===== src/rtl/shift_register_universal.sv =====
// -----------------------------------------------------------------------------
// shift_register_universal
//
// DEPTH stages of WIDTH bits each. The register can hold, shift right, shift
// left, rotate right, rotate left, parallel load and clear. A saturating shift
// counter and a frame-complete flag show when DEPTH shifts have happened since
// the last load, clear or reset. Each WIDTH-bit lane always moves as one unit.
//
// Ports
//   clock    in   rising-edge clock
//   reset_n  in   asynchronous active-low reset
//   mode     in   [2:0] operation select, sampled on each rising edge
//   sin_l    in   [WIDTH-1:0] serial input into stage 0 (shift right)
//   sin_r    in   [WIDTH-1:0] serial input into stage DEPTH-1 (shift left)
//   pdin     in   [WIDTH*DEPTH-1:0] parallel load data, stage i at i*WIDTH
//   q        out  [WIDTH*DEPTH-1:0] register contents, stage i at i*WIDTH
//   sout_r   out  [WIDTH-1:0] stage DEPTH-1
//   sout_l   out  [WIDTH-1:0] stage 0
//   count    out  [CW-1:0] shifts since last load/clear, saturates at DEPTH
//   full     out  count == DEPTH
// -----------------------------------------------------------------------------
module shift_register_universal #(
  parameter  int WIDTH = 1,
  parameter  int DEPTH = 4,
  localparam int CW    = $clog2(DEPTH + 1)
) (
  input  logic                   clock,
  input  logic                   reset_n,
  input  logic [2:0]             mode,
  input  logic [WIDTH-1:0]       sin_l,
  input  logic [WIDTH-1:0]       sin_r,
  input  logic [WIDTH*DEPTH-1:0] pdin,
  output logic [WIDTH*DEPTH-1:0] q,
  output logic [WIDTH-1:0]       sout_r,
  output logic [WIDTH-1:0]       sout_l,
  output logic [CW-1:0]          count,
  output logic                   full
);

  typedef enum logic [2:0] {
    MODE_HOLD  = 3'b000,
    MODE_SHR   = 3'b001,
    MODE_SHL   = 3'b010,
    MODE_ROR   = 3'b011,
    MODE_ROL   = 3'b100,
    MODE_LOAD  = 3'b101,
    MODE_CLEAR = 3'b110,
    MODE_RSVD  = 3'b111
  } mode_t;

  localparam logic [CW-1:0] FULL_COUNT = CW'(DEPTH);

  // The packed 2-D layout puts stage i at bits [i*WIDTH +: WIDTH], so the
  // flat q and pdin buses map onto it without any reshuffling.
  logic [DEPTH-1:0][WIDTH-1:0] stage;
  logic [DEPTH-1:0][WIDTH-1:0] stage_nxt;
  logic [CW-1:0]               count_nxt;
  logic                        bump;
  logic                        restart;
  mode_t                       mode_e;

  assign mode_e = mode_t'(mode);

  // Next-state selection for the data lanes and the counter. Right means
  // toward higher stage numbers and left toward stage 0. With DEPTH = 1 the
  // inner loops are empty: a rotate keeps the single stage and a shift takes
  // the serial input.
  always_comb begin
    stage_nxt = stage;
    bump      = 1'b0;
    restart   = 1'b0;
    case (mode_e)
      MODE_SHR: begin
        for (int i = 1; i < DEPTH; i++) stage_nxt[i] = stage[i-1];
        stage_nxt[0] = sin_l;
        bump         = 1'b1;
      end
      MODE_SHL: begin
        for (int i = 0; i < DEPTH - 1; i++) stage_nxt[i] = stage[i+1];
        stage_nxt[DEPTH-1] = sin_r;
        bump               = 1'b1;
      end
      MODE_ROR: begin
        for (int i = 1; i < DEPTH; i++) stage_nxt[i] = stage[i-1];
        stage_nxt[0] = stage[DEPTH-1];
        bump         = 1'b1;
      end
      MODE_ROL: begin
        for (int i = 0; i < DEPTH - 1; i++) stage_nxt[i] = stage[i+1];
        stage_nxt[DEPTH-1] = stage[0];
        bump               = 1'b1;
      end
      MODE_LOAD: begin
        stage_nxt = pdin;
        restart   = 1'b1;
      end
      MODE_CLEAR: begin
        stage_nxt = '0;
        restart   = 1'b1;
      end
      default: begin
        stage_nxt = stage;
      end
    endcase

    // The counter saturates at DEPTH. Data keeps moving after that point.
    count_nxt = count;
    if (restart) begin
      count_nxt = '0;
    end else if (bump && (count != FULL_COUNT)) begin
      count_nxt = count + 1'b1;
    end
  end

  // full is registered from the next count, so every output comes straight
  // from a flop.
  always_ff @(posedge clock or negedge reset_n) begin
    if (!reset_n) begin
      stage <= '0;
      count <= '0;
      full  <= 1'b0;
    end else begin
      stage <= stage_nxt;
      count <= count_nxt;
      full  <= (count_nxt == FULL_COUNT);
    end
  end

  assign q      = stage;
  assign sout_l = stage[0];
  assign sout_r = stage[DEPTH-1];

endmodule


===== config.mk =====
export PLATFORM = sky130hd
export DESIGN_NAME = shift_register_universal
export DESIGN_NICKNAME = d
export VERILOG_FILES = /design/src/rtl/shift_register_universal.sv
export SDC_FILE = /design/constraint.sdc
export NUM_CORES = 1
export LEC_CHECK = 0
export CAP_MARGIN = 20
export CORE_ASPECT_RATIO = 1.1
export CORE_MARGIN = 2
export CORE_UTILIZATION = 30
export CTS_CLUSTER_SIZE = 16
export DETAILED_ROUTE_END_ITERATION = 8
export PLACE_DENSITY = 0.64
export SLEW_MARGIN = 20
export SYNTH_ARGS = -nofsm -noshare
export SYNTH_HDL_FRONTEND = slang
export SYNTH_SLANG_ARGS = --single-unit

===== constraint.sdc =====
create_clock -name clock -period 1.8 [get_ports clock]
set_input_delay 0.36 -clock clock [delete_from_list [all_inputs] [get_ports clock]]
set_output_delay 0.36 -clock clock [all_outputs]
set_load 0.02 [all_outputs]

==> results of run 1 <==
==> area by class of cell <==
type | count | area share (%)
tap | 30 | 3.63
sequential | 8 | 19.5
inverter | 7 | 2.54
multi-input combinational | 63 | 44.1
clock buffer | 3 | 2.18
timing repair buffer | 32 | 28.1
==> worst min-delay path by stage <==
| stage | endpoint | slack [ns] | cells past startpoint |
|---|---|---|---|
| 2_1_floorplan | count[0]$_DFF_PN0_ | 0.06 | 0 |
| 3_3_place_gp | q[2]$_DFFE_PN0P_ | 0.62 | 2 |
| 3_5_place_dp | q[2]$_DFFE_PN0P_ | 0.63 | 2 |
| 4_1_cts | count[1]$_DFF_PN0_ | 0.40 | 1 |
| 5_1_grt | full$_DFF_PN0_ | 0.42 | 1 |
| 6_report | count[0]$_DFF_PN0_ | 0.39 | 1 |
==> per-stage QoR <==
stage,hold slack (ns),power (mW),std cells,cell area (um^2)
final,0.390,0.973,143,1030
after global routing,0.418,1.04,143,1030
after CTS,0.398,0.978,143,1030
after detailed placement,0.628,0.841,140,1010
after global placement,0.616,0.836,140,1010
after floorplan,0.0644,0.618,88,748
==> repair_timing <==
action                                  CTS  global route
endpoints found under the hold margin     0             0
resized for setup                         0             1
endpoints found under the setup margin    0             1
==> routing by layer <==
layer | part of all wire [%] | vias to the layer above
met4 | 0 | 0
li1 | - | 379
met5 | 0 | -
met1 | 48 | 350
met2 | 47 | 22
met3 | 5.0 | 0
==> cells by family (layout without fill, tap and decap cells) <==
kind of cell    after synthesis  in the layout  share of synthesized area, %
mux                           2              2                          2.68
compound gates               32             32                          32.9
simple gates                 25             25                          19.6
buf+inv                      17             42                          12.2
flops                         8              8                          26.8
xor+xnor                      1              1                          1.17
fa+ha+maj                     3              3                          4.68
==> placed cells by master, fill, tap and decap left out, drive strengths merged, types with 2 or more instances in the layout <==
cell type      instances
clkdlybuf4s50         20
buf                   12
a21oi                  8
dfrtp                  8
inv                    7
o21ai                  6
nand2                  5
nand4b                 3
nand2b                 3
nor3                   3
nor2                   3
o22ai                  3
clkbuf                 3
or3                    2
nand3                  2
mux2i                  2
a21boi                 2
a211o                  2
a211oi                 2
ha                     2
a221oi                 2
==> flip-flops by register name, indices dropped and copies added, names as in the netlist <==
signal / count
count: 3
full: 1
q: 2
sout_l: 1
sout_r: 1
==> synthesized netlist by cell type (2+ instances only) <==
library cell / number
a211o_1: 2
a211oi_1: 2
a21boi_0: 2
a21oi_1: 8
buf_2: 4
buf_4: 4
dfrtp_1: 8
ha_1: 2
inv_1: 7
mux2i_1: 2
nand2_1: 5
nand2b_1: 3
nand3_1: 2
nand4b_1: 3
nor2_1: 3
nor3_1: 3
o21ai_0: 2
o21ai_1: 4
o22ai_1: 3
or3_1: 2
==> report_power, final <==
part | total [mW] | leakage [nW] | internal, mW | switching [mW]
Clock | 0.131 | 0.0138 | 0.0759 | 0.0553
Sequential | 0.290 | 0.0981 | 0.230 | 0.0600
Combinational | 0.552 | 0.309 | 0.267 | 0.285
Total | 0.973 | 0.421 | 0.572 | 0.400
==> results summary, run 1 <==
The critical path crosses 2 cells after its start point. The number of storage elements in the synthesis netlist is 8. The number of buffers created by CTS is 3. The critical path goes through buf_4 -> clkdlybuf4s50_1. The number of nets produced by synthesis is a little over 100. The estimated wirelength of the detail-placed design is ~1400 um.

In the final layout, flip-flops and latches occupy around 200 um^2. Static timing analysis puts the maximum clock frequency at 0.586 GHz. For the pin with the worst max-slew slack, the measured transition is around 0.36 ns.

The arrival time reported for the critical path endpoint came out at 1.35 ns. The number of input and output port buffers inserted came out at 20. Buffers added to address setup during post-CTS repair amount to 0.

The number of antenna diodes in the final layout is 0. The total overflow left after global routing is 0. Yosys mapped a number of flops with a built-in enable equal to 0. The layer flagged by global routing as most heavily used is met2. The type of the worst setup path is reg2out. After synthesis, the cell types taking the most area are dfrtp_1 (27%), a21oi_1 (5.4%), buf_4 (4.0%), a2111oi_4 (3.7%), inv_1 (3.5%). In the synthesized netlist, the number of instances is 88. The hold-fix buffer count after cts came out at 0. The number of iterations in the first detailed-routing pass came out at 4. The via count came out at 751.

In the global route stage, met2 resource usage came out at approximately 22%. Across every metal layer, demand over resource in global routing totals 13.7%. The logic depth of the worst register-to-register path is 5.

The area of the multi-input gates came out at roughly 460 um^2. The worst-case headroom to the max-slew limit is between 70% and 80%. The first-pass GRT wire length is 3140 um. The number of library cell types mapped by synthesis came out at 37. The count of final setup violators is 0. The count of filler cells inserted in the layout came out at 245. The area growth from synthesis to layout is 38.3%. In the synthesized netlist the dominant register cell turns out to be dfrtp_1. The number of nets in the finished design came out at roughly 130.

The leakage power summed over all cells came out at 0.421 nW. The largest driver fanout on the critical path came out at 6. The tree is rooted in a clkbuf_4. The largest incremental delay on the critical path came out at 0.60 ns. The met3 demand-to-capacity share in global routing came out at roughly 1.1%. The sum of buffers and inverters on the critical path is 2.

The initial antenna violation count came out at 0. Sequential elements use around 27% of the synthesized area. The clock tree from TritonCTS is done.

The run finished with clean final reports. The number of design-rule violations left by the first detailed-router iteration came out at 17. The register-to-register setup slack is 0.11 ns. The area share of the leading cell type in the synthesized netlist is 26.8%. Clock-pin slew was measured on the worst setup and hold paths at 0.06 ns.

The detail-routed via count per cell is 5.25. For met1 alone, demand over resource in global routing was ~19%. In this run the critical register-to-register path is captured at full$_DFF_PN0_. The worst-case IR drop observed on VDD is approximately 490 uV. The worst setup path endpoint is count[0].

For this design, the slowest cell found on the critical path is clkdlybuf4s50_1. The layout cell share with drive strength beyond 1 is 16.8%. The critical path starts at count[0]$_DFF_PN0_. The final core area utilization came out at 45.0%. After detailed routing, the average wire length per cell comes to 12.9 um. For this design the top-level I/O count stands at 21. The type of destination of the critical path is a primary output. The maximum number of pins on one net before global-route repair is 18. The number of cell rows came out at 18. At the worst endpoint, the required time is 1.44 ns. The H-tree level count is 1. In this run the worst hold path is classified as in2async. The average size of a mapped cell came out at 8.50 um^2. The worst setup timing slack at the placement stage is -0.134 ns. Max-cap violations in this run came to 0. The post-layout minimum cycle time came out at 1.71 ns. The post-synthesis instance area came out at 748 um^2. Setup total negative slack on the finished layout was measured at 0 ns. The synthesized design spends more area on one cell type than any other, namely dfrtp_1. The worst setup path is launched from a flip-flop. The final wirelength came out at 1840 um.

The Yosys warning count came out at 0. The beginning of the worst register-to-register path is count[0]$_DFF_PN0_. On the final layout, the worst clock skew is ~0.00022 ns. The number of global-route vias before repair is 713. Setup repair after global routing left no endpoint under its margin. The count of nets left with antenna violations after detail routing is 0. In the finished design, the share of the clock period the worst path needs comes to 94.8%.

The final worst setup slack is 0.0944 ns. The die is 51.6 um wide. The kind of cell with the highest combined delay along the critical path is buffers and inverters. The clock sink total came out at 8. For this run, design rule violations remaining after detail routing come to 0. The post-synthesis async set-or-reset flop share came out at between 90% and 100%. The clock passes through at most 2 buffers. The areal power density over the cells is 940 nW/um^2. The number of failing hold endpoints at the final stage is 0. The max-slew violation count was 0. The die outline area is 2910 um^2. Routability-driven placement finished with a final weighted congestion of between 0.8 and 0.9. The total core area came out at 2300 um^2. The source-to-sink clock delay at the later pin of the worst-skew pair came out at 0.25 ns. Measured along the y axis, the die boundary spans 56.4 um.

Once the floorplan was initialized, standard cells occupied 32.6% of the core.
Note: power is estimated with default switching activity, not from simulation.
==> inputs of run 2 (changes only) <==
CAP_MARGIN = unset   (was 20)
SLEW_MARGIN = unset   (was 20)
==> results of run 2 <==
Same layout as run 1: the final DEF is identical, and so are final timing and power.
==> inputs of run 3 (changes only) <==
clock period = 2.08 ns   (was 1.8 ns; I/O delays follow)
==> run 3 against run 2 <==
Effect of this change:
- wire length down 4.7%
- non-clock buffer count down 4
- sequential share of layout area up 0.48 points
- highest routed layer is now met4
==> results summary, run 3 (synthesized netlist as in run 1, its figures left out) <==
The signed area change from the synthesized netlist to the final layout is 34.1%. The number of global-route vias before repair is 673 (-5.6%). The max-slew violation count is 0 (unchanged). Walking the worst path, the cells encountered are clkdlybuf4s50_1. The DRC violation count after routing is 0 (unchanged). The count of nets left with antenna violations after detail routing is 0 (unchanged). The areal power density over the cells is 803 nW/um^2 (-15%).

The detail-routed via count per cell is 5.18 (-1.4%). The count of final setup violators came to 0 (unchanged). The type of destination of the critical path is a primary output. The leakage power summed over all cells came to 0.404 nW (-4.2%). The worst-case headroom to the max-slew limit was 71.4% (-4.2 points). The number of antenna diodes is 0 (unchanged). The number of iterations in the first detailed-routing pass is 4 (unchanged). The largest driver fanout on the critical path is 12 (+6). The via count came to 720 (-4.1%).

The number of instances resized during post-cts repair is 0 (unchanged). The number of failing hold endpoints at the final stage is 0 (unchanged). The final core area utilization is 43.7% (-1.4 points). The maximum VDD drop is 527 uV (+7.0%). The part of the cycle the worst path needs came out at 93.6%.

CTS placed an instance of clkbuf_4 at the clock tree root. The maximum clock skew at final layout is 0.000106 ns (-0.000109 ns). The number of flip-flops in the largest register is 3 (unchanged).

The total core area came out at 2300 um^2 (unchanged). The critical path is of the reg2out type. The clock-pin transition on the worst setup and hold timing paths is 0.05 ns (about the same). The slew at the pin closest to its max-slew limit came out at 0.428 ns (+0.0648 ns). The number of nets in the finished design came to 124 (-3.1%).

Static timing analysis puts the maximum clock frequency at 0.513 GHz. The estimated wirelength of the detail-placed design is 1370 um (-3.8%). The source-to-sink clock delay at the later pin of the worst-skew pair is 0.24 ns (about the same). The final sum of negative setup slack is 0 ns (unchanged). The initial antenna violation count is 0 (unchanged). The count of max-cap constraint violations was 0 (unchanged). The number of cell rows is 18 (unchanged).

The final weighted congestion in routability-driven placement is 0.842 (-2.1%). The number of input and output port buffers inserted came out at 20 (unchanged). The global-route total usage across every layer came out at 13.0% (-0.65 points). The required time at the worst-slack endpoint is 1.66 ns (+0.22 ns). The first-pass GRT wire length is 2950 um (-5.9%). The number of primary I/O pins came out at 21 (unchanged). The final worst setup slack was 0.132 ns (+0.0378 ns). The final wirelength came out at 1750 um (-4.7%). The die boundary height is 56.4 um (unchanged). The largest incremental delay on the critical path is 0.69 ns (+0.09 ns).

The arrival time reported for the critical path endpoint is 1.53 ns (+0.18 ns). The post-CTS setup repair buffer count was 0 (unchanged). The routed length per instance came out at 12.6 um (-2.0%). The clock sink total came out at 8 (unchanged). The count of filler cells inserted in the layout was 241 (-1.6%). STA classifies the critical path startpoint as a flip-flop. The maximum number of buffers from clock root to sink came to 2 (unchanged).

The clock tree from TritonCTS is done. The maximum number of pins on one net before global-route repair is 16 (-2). The worst setup timing slack at the placement stage was 0.0570 ns (+0.191 ns). The library cell used most frequently in the layout, excluding fill and tap cells, is clkdlybuf4s50_1. The register with the most flip-flops in the final layout is count. The sum of overflow across all layers after global routing came out at 0 (unchanged).

The area of all placed cells without fillers was 1000 um^2 (-3.0%). Setup repair after global routing left no endpoint under its margin. The sum of buffers and inverters on the critical path is 1 (-1). The initial standard-cell utilization of the core came out at 32.6% (unchanged). The cell with the largest stage delay on the worst path is clkdlybuf4s50_1. The layout cell share with drive strength beyond 1 is 12.8% (-4.0 points). The number of design-rule violations left by the first detailed-router iteration is 13 (-4). The number of buffers created by CTS is 3 (unchanged). The path class of the tightest hold or removal check is in2async. The post-layout minimum cycle time is roughly 1.9 ns. The hold-fix buffer count after cts is 0 (unchanged). On the critical path the largest part of the delay comes from buffers and inverters. The H-tree level count is 1 (unchanged). Leaving out fill and tap cells, the most frequent cells in the layout are clkdlybuf4s50_1 (20), a21oi_1 (8), dfrtp_1 (8), buf_4 (8), inv_1 (7).

The flow ran to the end, and the final reports show no timing, DRC or antenna violations. The die outline area was 2910 um^2 (unchanged). The horizontal die dimension came out at 51.6 um (unchanged). The final-layout worst hold slack came to 0.437 ns (+0.0462 ns). The cell area after placement came out at 981 um^2 (-3.0%).
[run 3: metrics by stage]
stage          cells  total power, mW
3_5_place_dp     136            0.699
6_report         139            0.806
3_3_place_gp     136            0.695
2_1_floorplan     88            0.535
4_1_cts          139            0.816
5_1_grt          139            0.872
[run 3: cell type report]
type	count	area (um^2)	share of cell area [%]
Clock buffer	3	22.5	2.24
Inverter	7	26.3	2.62
Sequential cell	8	200	20.0
Multi-Input combinational cell	63	457	45.5
Timing Repair Buffer	28	260	25.9
Tap cell	30	37.5	3.74
[run 3: layer usage]
metal	share of wire, %	global-route usage, %	up-vias
met1	48	16.8	334
met2	48	20.9	16
met5	0	0	-
met3	2.3	0.798	4
li1	-	-	366
met4	1.7	7.89	0
[run 3: final timing paths]
path                               startpoint                  to  slack (ns)  cells past startpoint
setup / recovery           count[2]$_DFF_PN0_            count[2]        0.13                      1
hold / removal                        reset_n  count[1]$_DFF_PN0_        0.44                      1
setup reg to reg           count[0]$_DFF_PN0_      full$_DFF_PN0_        0.28                      5
hold reg to reg              q[1]$_DFFE_PN0P_    q[1]$_DFFE_PN0P_        0.63                      2
max in group asynchronous             reset_n  sout_l$_DFFE_PN0P_        1.40                      1
min in group clock           q[1]$_DFFE_PN0P_    q[1]$_DFFE_PN0P_        0.63                      2
[run 3: power by group]
group | internal [mW] | switching (mW) | total, mW
clock | 0.0654 | 0.0431 | 0.108
sequential | 0.197 | 0.0770 | 0.274
combinational | 0.208 | 0.216 | 0.423
